$ cat config.mk
export PLATFORM = sky130hd
export DESIGN_NAME = car_drive_ctl
export DESIGN_NICKNAME = d
export VERILOG_FILES = /design/src/rtl/car_drive_ctl.sv
export SDC_FILE = /design/constraint.sdc
export NUM_CORES = 1
export LEC_CHECK = 0
export BUFFER_PORTS_ARGS = -buffer_cell sky130_fd_sc_hd__buf_2
export CAP_MARGIN = 20
export CORE_AREA = 2 2 113 115
export CTS_CLUSTER_DIAMETER = 150
export CTS_CLUSTER_SIZE = 20
export DETAILED_ROUTE_END_ITERATION = 12
export DIE_AREA = 0 0 115 117
export HOLD_SLACK_MARGIN = 0.02
export PLACE_DENSITY_LB_ADDON = 0.12
export SYNTH_ARGS = -nofsm -noshare
export SYNTH_HDL_FRONTEND = slang
export SYNTH_SLANG_ARGS = --single-unit
$ cat constraint.sdc
create_clock -name clk_rx -period 7.83 [get_ports clk_rx]
set_clock_uncertainty 0.15 [all_clocks]
set_input_delay 0 -clock clk_rx [delete_from_list [all_inputs] [get_ports clk_rx]]
set_output_delay 0 -clock clk_rx [all_outputs]
set_load 0.01 [all_outputs]
$ cat src/rtl/car_drive_ctl.sv
// Bluetooth car drive controller: command decode, ramped two-motor PWM, link watchdog.
// Optional echo of accepted commands when CAR_ECHO_EN is defined.
module car_drive_ctl #(
   parameter int PWM_DIV   = 4,
   parameter int RAMP_STEP = 8,
   parameter int WDOG_CYC  = 50_000_000,
   parameter int DEF_SPEED = 5
) (
   input  logic       clk_rx,
   input  logic       rst_clk_rx_n,
   input  logic [7:0] rx_data,
   input  logic       rx_data_rdy,
   input  logic       char_fifo_full,
   output logic       mot_l_pwm,
   output logic       mot_l_dir,
   output logic       mot_r_pwm,
   output logic       mot_r_dir,
   output logic [2:0] drv_state,
   output logic [3:0] cur_speed,
   output logic       cmd_err,
   output logic       wdog_trip,
   output logic       send_char_val,
   output logic [7:0] send_char
);

   localparam logic [2:0] ST_STOP  = 3'd0;
   localparam logic [2:0] ST_FWD   = 3'd1;
   localparam logic [2:0] ST_REV   = 3'd2;
   localparam logic [2:0] ST_LEFT  = 3'd3;
   localparam logic [2:0] ST_RIGHT = 3'd4;

   localparam int PW = (PWM_DIV > 1) ? $clog2(PWM_DIV) : 1;
   localparam int WW = $clog2(WDOG_CYC);
   localparam logic [8:0] STEP = 9'(RAMP_STEP);

   logic [2:0]    state_q, state_d;
   logic [3:0]    speed_q, speed_d;
   logic          err_q, err_d;
   logic          trip_q, trip_d;
   logic [WW-1:0] wdog_q, wdog_d;
   logic [PW-1:0] presc_q, presc_d;
   logic [7:0]    cnt_q, cnt_d;
   logic [7:0]    duty_l_q, duty_l_d;
   logic [7:0]    duty_r_q, duty_r_d;
   logic          dir_l_q, dir_l_d;
   logic          dir_r_q, dir_r_d;
   logic          pwm_l_q, pwm_r_q;

   logic [7:0] up_c;
   logic       is_let, is_dig, is_crlf;
   logic [2:0] let_st;
   logic       acc, expire, tick, wrap;
   logic       tdir_l, tdir_r;
   logic [7:0] tduty;

   function automatic logic [7:0] ramp_f(input logic [7:0] cur,
                                         input logic [7:0] tgt);
      logic [8:0] diff;
      logic [7:0] res;
      res = tgt;
      if (cur < tgt) begin
         diff = {1'b0, tgt} - {1'b0, cur};
         if (diff > STEP) res = 8'({1'b0, cur} + STEP);
      end else if (cur > tgt) begin
         diff = {1'b0, cur} - {1'b0, tgt};
         if (diff > STEP) res = 8'({1'b0, cur} - STEP);
      end
      return res;
   endfunction

   // Fold lower-case letters onto upper case before decoding.
   assign up_c = (rx_data >= 8'h61 && rx_data <= 8'h7A) ?
                 rx_data - 8'h20 : rx_data;
   assign is_dig  = (rx_data >= 8'h30) && (rx_data <= 8'h39);
   assign is_crlf = (rx_data == 8'h0D) || (rx_data == 8'h0A);

   always_comb begin
      is_let = 1'b1;
      let_st = ST_STOP;
      case (up_c)
         8'h46:   let_st = ST_FWD;
         8'h42:   let_st = ST_REV;
         8'h4C:   let_st = ST_LEFT;
         8'h52:   let_st = ST_RIGHT;
         8'h53:   let_st = ST_STOP;
         default: is_let = 1'b0;
      endcase
   end

   assign acc    = rx_data_rdy & (is_let | is_dig);
   assign expire = ~acc & (state_q != ST_STOP) &
                   (wdog_q == WW'(WDOG_CYC - 1));

   always_comb begin
      state_d = state_q;
      speed_d = speed_q;
      wdog_d  = wdog_q;
      err_d   = rx_data_rdy & ~(is_let | is_dig | is_crlf);
      trip_d  = 1'b0;
      if (acc) begin
         wdog_d = '0;
         if (is_let) state_d = let_st;
         else        speed_d = rx_data[3:0];
      end else if (expire) begin
         state_d = ST_STOP;
         trip_d  = 1'b1;
         wdog_d  = '0;
      end else if (state_q == ST_STOP) begin
         wdog_d = '0;
      end else begin
         wdog_d = wdog_q + 1'b1;
      end
   end

   assign tick    = (presc_q == PW'(PWM_DIV - 1));
   assign presc_d = tick ? '0 : presc_q + 1'b1;
   assign cnt_d   = tick ? cnt_q + 8'd1 : cnt_q;
   assign wrap    = tick & (cnt_q == 8'hFF);

   always_comb begin
      tdir_l = dir_l_q;
      tdir_r = dir_r_q;
      tduty  = 8'(speed_q * 5'd28);
      case (state_q)
         ST_FWD:   begin tdir_l = 1'b1; tdir_r = 1'b1; end
         ST_REV:   begin tdir_l = 1'b0; tdir_r = 1'b0; end
         ST_LEFT:  begin tdir_l = 1'b0; tdir_r = 1'b1; end
         ST_RIGHT: begin tdir_l = 1'b1; tdir_r = 1'b0; end
         default:  tduty = 8'd0;
      endcase
   end

   // Reversal ramps to zero first; the flip lands on an idle period.
   always_comb begin
      duty_l_d = duty_l_q;
      duty_r_d = duty_r_q;
      dir_l_d  = dir_l_q;
      dir_r_d  = dir_r_q;
      if (wrap) begin
         if (tdir_l != dir_l_q) begin
            if (duty_l_q == 8'd0) dir_l_d  = tdir_l;
            else                  duty_l_d = ramp_f(duty_l_q, 8'd0);
         end else begin
            duty_l_d = ramp_f(duty_l_q, tduty);
         end
         if (tdir_r != dir_r_q) begin
            if (duty_r_q == 8'd0) dir_r_d  = tdir_r;
            else                  duty_r_d = ramp_f(duty_r_q, 8'd0);
         end else begin
            duty_r_d = ramp_f(duty_r_q, tduty);
         end
      end
   end

   always_ff @(posedge clk_rx or negedge rst_clk_rx_n) begin
      if (!rst_clk_rx_n) begin
         state_q  <= ST_STOP;
         speed_q  <= 4'(DEF_SPEED);
         err_q    <= 1'b0;
         trip_q   <= 1'b0;
         wdog_q   <= '0;
         presc_q  <= '0;
         cnt_q    <= '0;
         duty_l_q <= '0;
         duty_r_q <= '0;
         dir_l_q  <= 1'b1;
         dir_r_q  <= 1'b1;
         pwm_l_q  <= 1'b0;
         pwm_r_q  <= 1'b0;
      end else begin
         state_q  <= state_d;
         speed_q  <= speed_d;
         err_q    <= err_d;
         trip_q   <= trip_d;
         wdog_q   <= wdog_d;
         presc_q  <= presc_d;
         cnt_q    <= cnt_d;
         duty_l_q <= duty_l_d;
         duty_r_q <= duty_r_d;
         dir_l_q  <= dir_l_d;
         dir_r_q  <= dir_r_d;
         pwm_l_q  <= (cnt_q < duty_l_q);
         pwm_r_q  <= (cnt_q < duty_r_q);
      end
   end

   assign mot_l_pwm = pwm_l_q;
   assign mot_r_pwm = pwm_r_q;
   assign mot_l_dir = dir_l_q;
   assign mot_r_dir = dir_r_q;
   assign drv_state = state_q;
   assign cur_speed = speed_q;
   assign cmd_err   = err_q;
   assign wdog_trip = trip_q;

`ifdef CAR_ECHO_EN
   logic       echo_v_q, echo_v_d;
   logic [7:0] echo_c_q, echo_c_d;

   always_comb begin
      echo_v_d = echo_v_q;
      echo_c_d = echo_c_q;
      if (acc) begin
         echo_v_d = 1'b1;
         echo_c_d = up_c;
      end else if (echo_v_q && !char_fifo_full) begin
         echo_v_d = 1'b0;
      end
   end

   always_ff @(posedge clk_rx or negedge rst_clk_rx_n) begin
      if (!rst_clk_rx_n) begin
         echo_v_q <= 1'b0;
         echo_c_q <= '0;
      end else begin
         echo_v_q <= echo_v_d;
         echo_c_q <= echo_c_d;
      end
   end

   assign send_char_val = echo_v_q & ~char_fifo_full;
   assign send_char     = echo_c_q;
`else
   logic unused_full;
   assign unused_full   = char_fifo_full;
   assign send_char_val = 1'b0;
   assign send_char     = 8'd0;
`endif

endmodule

==> flow_summary.toml, run 1 <==
[clock_network]
clock_latency_ns = 0.33
cts_resized = 0
clkSlewWorstSetupHoldPaths_ns = 0.05
ctsHoldBuffers = 8
post_cts_buffers = 0
ctsLongestPathBuffers = 2
htree_num_levels = 3
numCtsBuffers = 9
clock-root-buffer = "clkbuf_16"
cts_tree = "yes"
cts.sinks = 61

[status]
status = "finished, final reports clean"

[sta]
slew_viol_final = 0
finalSetupViolCount = 0
post-route-min-period_ns = 4.90
hold_ws_ns = 0.131
rsz0062_at_grt = "false"
finalCritPeriodShare_pct = 62.5
slew_headroom_pct = 47.9
worstMarginPinSlew_ns = 0.775
max_freq_mhz = 204
hold_viol = 0
final.setup.tns_ns = 0

[synth]
yosys.area.top_type = "dfrtp_1"
synth_warnings = 0
ys.flop_type = "dfrtp_1"
syn_inst = 624
synth_edf_count = 0
yosysTopAreaCellShare_pct = 26.7
synth_async_sr_flop_share_pct = 100
yosys.cell_types.count = 75
synth_area_per_cell_um2 = 8.58
synth_area_um2 = 5350
synth_common_cells = "nor2_1 (75), ha_1 (58), dfrtp_1 (57)"
ys_top_cells_by_area = "dfrtp_1 (27%), ha_1 (14%), nor2_1 (5.3%)"
synth_seq_cells = 61
synth.most_common_cell = "nor2_1"
synth-seq-area-share_pct = 28.6

[grt]
antenna_found_initial = 0
grt_usage_pct = 19.6
grt_pass1_wl_um = 21200
grt_max_degree = 62
grt_overflow_total = 0
first_global_vias = 4280

[min_path]
hold_path.class = "in2reg"

[critical_path]
start_kind = "register"
r2r_start = "cur_speed[2]$_DFFE_PN1P_"
worst_r2r_endpoint = "duty_l_q[5]$_DFFE_PN0P_"
r2r_slack_ns = 2.93
cp_top_family = "compound AO/OA/AOI/OAI gates"
slowest_stage = "dfstp_2"
cp-end-kind = "register"
cp.required_ns = 7.86
path_depth = 17
cp_max_fo = 8
cp-startpoint = "cur_speed[2]$_DFFE_PN1P_"
endpoint = "duty_l_q[5]$_DFFE_PN0P_"
slowest_delay_ns = 0.59
r2r_cells = 17
criticalPathCategory = "reg2reg"
cp_cell_sequence = "inv_1 -> fa_1 -> inv_1 -> ha_1 -> a21o_1 -> a21oi_1 -> xnor2_1 -> and2_1 -> ha_1 -> and4_1 -> a221oi_1 -> a2111oi_2 -> nand3_1 -> nor2_1 -> or3_1 -> a311oi_1 -> a31oi_1"
worst-path-buf-inv = 2
arrival_ns = 4.93

[place]
port_buffers = 23
place.gp.congestion = 0.874
dp_hpwl_um = 9400

[die]
core_um2 = 12300
start_util_pct = 43.5
ios = 34
dieArea_um2 = 13500
die_x_um = 115
rows = 41
die_h_um = 117

[final_layout]
layout-drive-gt1-share_pct = 8.92
area_growth_syn_to_layout_pct = 9.56
fin_nets = 721
fillers = 1220
n_antenna_cell = 0

[routing]
firstDrtPassIters = 5
viasPerCell = 5.63
ant_nets = 0
wirelength_um = 12600
drt-initial-drc-count = 312
drc_errors = 0
wire_per_inst_um = 15.8
vias = 4505

[power]
vdd_drop_max_mv = 0.105
power_leakage_nw = 2.62
power.density_nw_per_um2 = 164

[run]
cap_violations = 0
## cells by family (layout without fill, tap and decap cells)
group,after synthesis,in the layout,share of synthesized area (%)
AO/OA/AOI/OAI,135,135,17.8
XOR/XNOR,51,51,8.35
adder cells (fa/ha/maj),64,64,15.8
buffers and inverters,71,89,6.03
flip-flops,61,61,28.6
multiplexers,8,8,1.59
other,1,9,0.0701
AND/OR/NAND/NOR,233,233,21.8
## per-stage QoR
stage	std cells	total power [mW]	instance area [um2]	utilization (%)	setup slack (ns)
floorplan	632	0.553	5380	-	3.50
global placement	776	0.603	5520	44.9	3.08
detailed placement	776	0.613	5520	44.9	2.97
CTS	800	0.977	5860	47.6	2.95
global route	800	1.03	5860	47.6	2.68
finish	800	0.964	5860	47.6	2.93
## flip-flops by register name, summed over array words and instances, names as in the netlist
signal,cells
duty_l_q,6
mot_l_dir,1
mot_r_dir,1
presc_q,2
mot_l_pwm,1
cnt_q,8
duty_r_q,6
wdog_q,26
mot_r_pwm,1
cmd_err,1
cur_speed,4
wdog_trip,1
drv_state,3
## cells in the final DEF (no fill, tap or decap), drive strengths merged, types with 5 or more instances in the layout
| master | instances |
|---|---|
| nor2b | 12 |
| nand2 | 36 |
| buf | 24 |
| a21oi | 34 |
| and3 | 10 |
| a2111oi | 5 |
| dlygate4sd3 | 8 |
| o21ai | 27 |
| nand4 | 11 |
| nor3 | 14 |
| nor4 | 9 |
| xnor2 | 26 |
| clkbuf | 11 |
| a21o | 5 |
| conb | 9 |
| fa | 6 |
| nand3 | 33 |
| xor2 | 25 |
| a221oi | 5 |
| ha | 58 |
| o22ai | 6 |
| inv | 41 |
| a31oi | 5 |
| nor2 | 76 |
| dfrtp | 57 |
| nand2b | 11 |
| o21a | 9 |
## final cells by class
cell class / count / area [um2] / share of cell area [%]
inverter: 41 / 154 / 2.62
sequential: 61 / 1530 / 26.1
clock inverter: 5 / 27.5 / 0.469
multi-input combinational: 500 / 3530 / 60.2
clock buffer: 11 / 233 / 3.97
tap: 150 / 188 / 3.20
timing repair buffer: 32 / 203 / 3.46
## layer usage
layer  wire length [um]  vias up  part of all wire, %  GRT usage (%)
li1                   -     2247                    -              -
met1               5900     2136                   47           26.3
met2               6000      106                   48           32.6
met3                514       16                  4.1           3.55
met4                204        0                  1.6           5.86
met5                  0        -                    0              0
## worst reg2reg max path: cells and delay by family (launching register included)
family,cells,cell delay [ns]
adders and majority gates,3,1.24
AOI/OAI and AO/OA,6,1.28
and+or+nand+nor,5,1.18
buffers and inverters,2,0.16
xor gates and xnor gates,1,0.13
DFF,1,0.59
## where the power goes
group | total (mW) | switching (mW) | internal [mW]
combinational | 0.279 | 0.165 | 0.113
sequential | 0.334 | 0.0106 | 0.324
clock | 0.351 | 0.139 | 0.212
total | 0.964 | 0.315 | 0.649
## how the worst min path moves through the flow
stage | start | slack [ns] | end | cells after the start
6_report | rx_data[6] | 0.13 | cur_speed[3]$_DFFE_PN0P_ | 6
3_3_place_gp | rst_clk_rx_n | 0.07 | wdog_q[20]$_DFF_PN0_ | 2
3_5_place_dp | rst_clk_rx_n | 0.08 | wdog_q[19]$_DFF_PN0_ | 2
4_1_cts | rx_data[6] | 0.13 | cur_speed[3]$_DFFE_PN0P_ | 6
5_1_grt | rx_data[6] | 0.17 | cur_speed[3]$_DFFE_PN0P_ | 6
2_1_floorplan | rst_clk_rx_n | -0.45 | cmd_err$_DFF_PN0_ | 0
No activity file was read; power rests on OpenSTA's default activity.
==> run 2, diff against run 1 <==
--- a/config.mk
+++ b/config.mk
@@ -5,13 +5,14 @@
 export SDC_FILE = /design/constraint.sdc
 export NUM_CORES = 1
 export LEC_CHECK = 0
+export ABC_AREA = 1
 export BUFFER_PORTS_ARGS = -buffer_cell sky130_fd_sc_hd__buf_2
 export CAP_MARGIN = 20
-export CORE_AREA = 2 2 113 115
+export CORE_AREA = 2 2 117 119
 export CTS_CLUSTER_DIAMETER = 150
 export CTS_CLUSTER_SIZE = 20
 export DETAILED_ROUTE_END_ITERATION = 12
-export DIE_AREA = 0 0 115 117
+export DIE_AREA = 0 0 119 121
 export HOLD_SLACK_MARGIN = 0.02
 export PLACE_DENSITY_LB_ADDON = 0.12
 export SYNTH_ARGS = -nofsm -noshare
==> constraint.sdc (replaced) <==
create_clock -name clk_rx -period 4.45 [get_ports clk_rx]
set_clock_uncertainty 0.15 [all_clocks]
set_input_delay 0 -clock clk_rx [delete_from_list [all_inputs] [get_ports clk_rx]]
set_output_delay 0 -clock clk_rx [all_outputs]
set_load 0.01 [all_outputs]
==> run 2 against run 1 <==
Global-route usage rose by 0.27 points. Design area rose by 10%. Critical path type unchanged. Worst hold slack got worse by 0.078 ns. Worst setup slack got worse by 2.6 ns. First-iteration DRC count fell by 6.4%.
==> flow_summary.toml, run 2 <==
[final_layout]
fin_nets = 911
final_cells = 1015
multi_input_area_um2 = 3700
largest_register_ffs = 26
reg.largest.list = "wdog_q x26, cnt_q x8"
n_antenna_cell = 0
finish.instance_area_um2 = 6460
final_common_cell = "nand2_1"
top_register = "wdog_q"
seq_area_um2 = 1530
layout-drive-gt1-share_pct = 12.8
area_growth_syn_to_layout_pct = 11.4
layout_common_cells = "nand2_1 (157), inv_1 (117), nor2_1 (78)"
fillers = 1348
final_util_pct = 49.4

[place]
port_buffers = 23
pre_cts_ws_ns = 0.266
place.gp.congestion = 0.920
dp_hpwl_um = 10500
dp_cells = 989
placed_cell_area_um2 = 6070

[critical_path]
cp.required_ns = 4.51
r2r_start = "cur_speed[2]$_DFFE_PN1P_"
slowest_stage = "dfstp_2"
cp_top_family = "adder cells"
r2r_slack_ns = 0.33
worst_r2r_endpoint = "duty_l_q[5]$_DFFE_PN0P_"
slowest_delay_ns = 0.58
r2r_cells = 18
cp_max_fo = 7
criticalPathCategory = "reg2reg"
worst-path-buf-inv = 3
arrival_ns = 4.18
cpMostUsedCell = "nand2_1"
cp-end-kind = "register"
cp_cell_sequence = "inv_1 -> fa_1 -> fa_1 -> inv_1 -> nand2_1 -> inv_1 -> ha_1 -> a21oi_1 -> a21oi_1 -> nand3b_1 -> a21oi_1 -> nand3_1 -> nand2_2 -> nand2_1 -> nand3_1 -> nand3_1 -> nand2_1 -> nand2_1"
start_kind = "register"

[sta]
post-route-min-period_ns = 4.12
hold_viol = 0
finalSetupViolCount = 0
fin_ws_ns = 0.327
slew_viol_final = 0
slew_headroom_pct = 48.1
finalCritPeriodShare_pct = 92.7
rsz0062_at_grt = "false"
worstMarginPinSlew_ns = 0.778
hold_ws_ns = 0.0533
max_freq_mhz = 243
final.setup.tns_ns = 0

[routing]
wire_per_inst_um = 13.4
firstDrtPassIters = 5
drt-initial-drc-count = 292
viasPerCell = 5.06
ant_nets = 0
drc_errors = 0
vias = 5133
wirelength_um = 13600

[clock_network]
post_cts_buffers = 0
numCtsBuffers = 9
htree_num_levels = 3
clock-root-buffer = "clkbuf_16"
clock_latency_ns = 0.33
clkSlewWorstSetupHoldPaths_ns = 0.05
cts_tree = "yes"
cts.sinks = 61
ctsLongestPathBuffers = 2

[run]
cap_violations = 0

[die]
core_um2 = 13100
die_h_um = 121
ios = 34
die_x_um = 119
rows = 42
start_util_pct = 44.3
dieArea_um2 = 14400

[power]
power.density_nw_per_um2 = 266
power.total_mw = 1.72
power_leakage_nw = 3.28
vdd_drop_max_mv = 0.171

[synth]
synth_warnings = 0
yosys.area.top_type = "dfrtp_1"
syn_inst = 796
synth_edf_count = 0
synth-seq-area-share_pct = 26.4
synth.most_common_cell = "nand2_1"
synth_area_per_cell_um2 = 7.29
synth_area_um2 = 5800
ys.flop_type = "dfrtp_1"
synth_common_cells = "nand2_1 (158), inv_1 (117), nor2_1 (79)"
yosys.cell_types.count = 50
synth_seq_cells = 61
ys_top_cells_by_area = "dfrtp_1 (25%), ha_1 (13%), nand2_1 (10%)"
yosysTopAreaCellShare_pct = 24.6
synth_async_sr_flop_share_pct = 100

[min_path]
hp-start = "rx_data[4]"
hold_path.class = "in2reg"
hold_path_depth = 6
holdPathEnd = "drv_state[1]$_DFFE_PN0P_"

[status]
status = "finished, final reports clean"

[grt]
grt_max_degree = 62
antenna_found_initial = 0
grt_overflow_total = 0
grt_pass1_wl_um = 23500
grt_usage_pct = 19.9
first_global_vias = 5103
## run 2: cell types whose count changed in the layout (fill, tap and decap cells not counted), sizes merged, moves of 10 or more
cell    delta
nand3     +39
xnor2     -15
inv       +77
nor2      +19
nand2    +134
nand4     +10
nand2b    -11
nor2b     -12
## run 2: kinds of logic after synthesis
family	synth area share (%)
adder cells (fa/ha/maj)	14.6
XOR/XNOR	6.49
AND/OR/NAND/NOR	33.2
AO/OA/AOI/OAI	8.63
flip-flops	26.4
buffers and inverters	10.7
other	0.0646
## run 2: how the worst max path moves through the flow
stage                     cells after the start                 endpoint  slack (ns)                      from
final                                        18  duty_l_q[5]$_DFFE_PN0P_        0.33  cur_speed[2]$_DFFE_PN1P_
after global routing                         22  duty_l_q[2]$_DFFE_PN0P_        0.01  cur_speed[2]$_DFFE_PN1P_
after CTS                                    22  duty_l_q[5]$_DFFE_PN0P_        0.23  cur_speed[2]$_DFFE_PN1P_
after detailed placement                     22  duty_l_q[5]$_DFFE_PN0P_        0.27  cur_speed[2]$_DFFE_PN1P_
after global placement                       21  duty_l_q[2]$_DFFE_PN0P_        0.36  cur_speed[2]$_DFFE_PN1P_
after floorplan                              20  duty_l_q[2]$_DFFE_PN0P_        0.60  cur_speed[2]$_DFFE_PN1P_
## run 2: area by class of cell
type	instances	share of cell area [%]
Tap cell	176	3.41
Timing Repair Buffer	43	4.53
Multi-Input combinational cell	601	57.2
Sequential cell	61	23.7
Clock buffer	11	3.76
Clock inverter	4	0.387
Inverter	119	6.99
## run 2: timing repair
action / 4_1_cts / 5_1_grt
hold endpoints to repair: 65 / 0
hold buffers: 11 / 0
resized for setup: 0 / 3
endpoints found under the setup margin: 0 / 6
## run 2: layer usage
metal	GRT usage (%)	share of wire, %	up-vias
met2	34.8	49	83
met4	6.70	1.5	0
met3	1.93	2.5	17
met5	0	0	-
met1	25.8	47	2388
li1	-	-	2645
## run 2: power breakdown
| part | switching [mW] | internal, mW | leakage, nW |
|---|---|---|---|
| clock | 0.240 | 0.386 | 0.127 |
| sequential | 0.0191 | 0.571 | 0.819 |
| combinational | 0.313 | 0.187 | 2.33 |
## run 2: tightest hold or removal path, delay by kind of cell
family,cells,cell delay (ns)
buffers and inverters,2,0.21
AND/OR/NAND/NOR,3,0.20
AO/OA/AOI/OAI,1,0.09
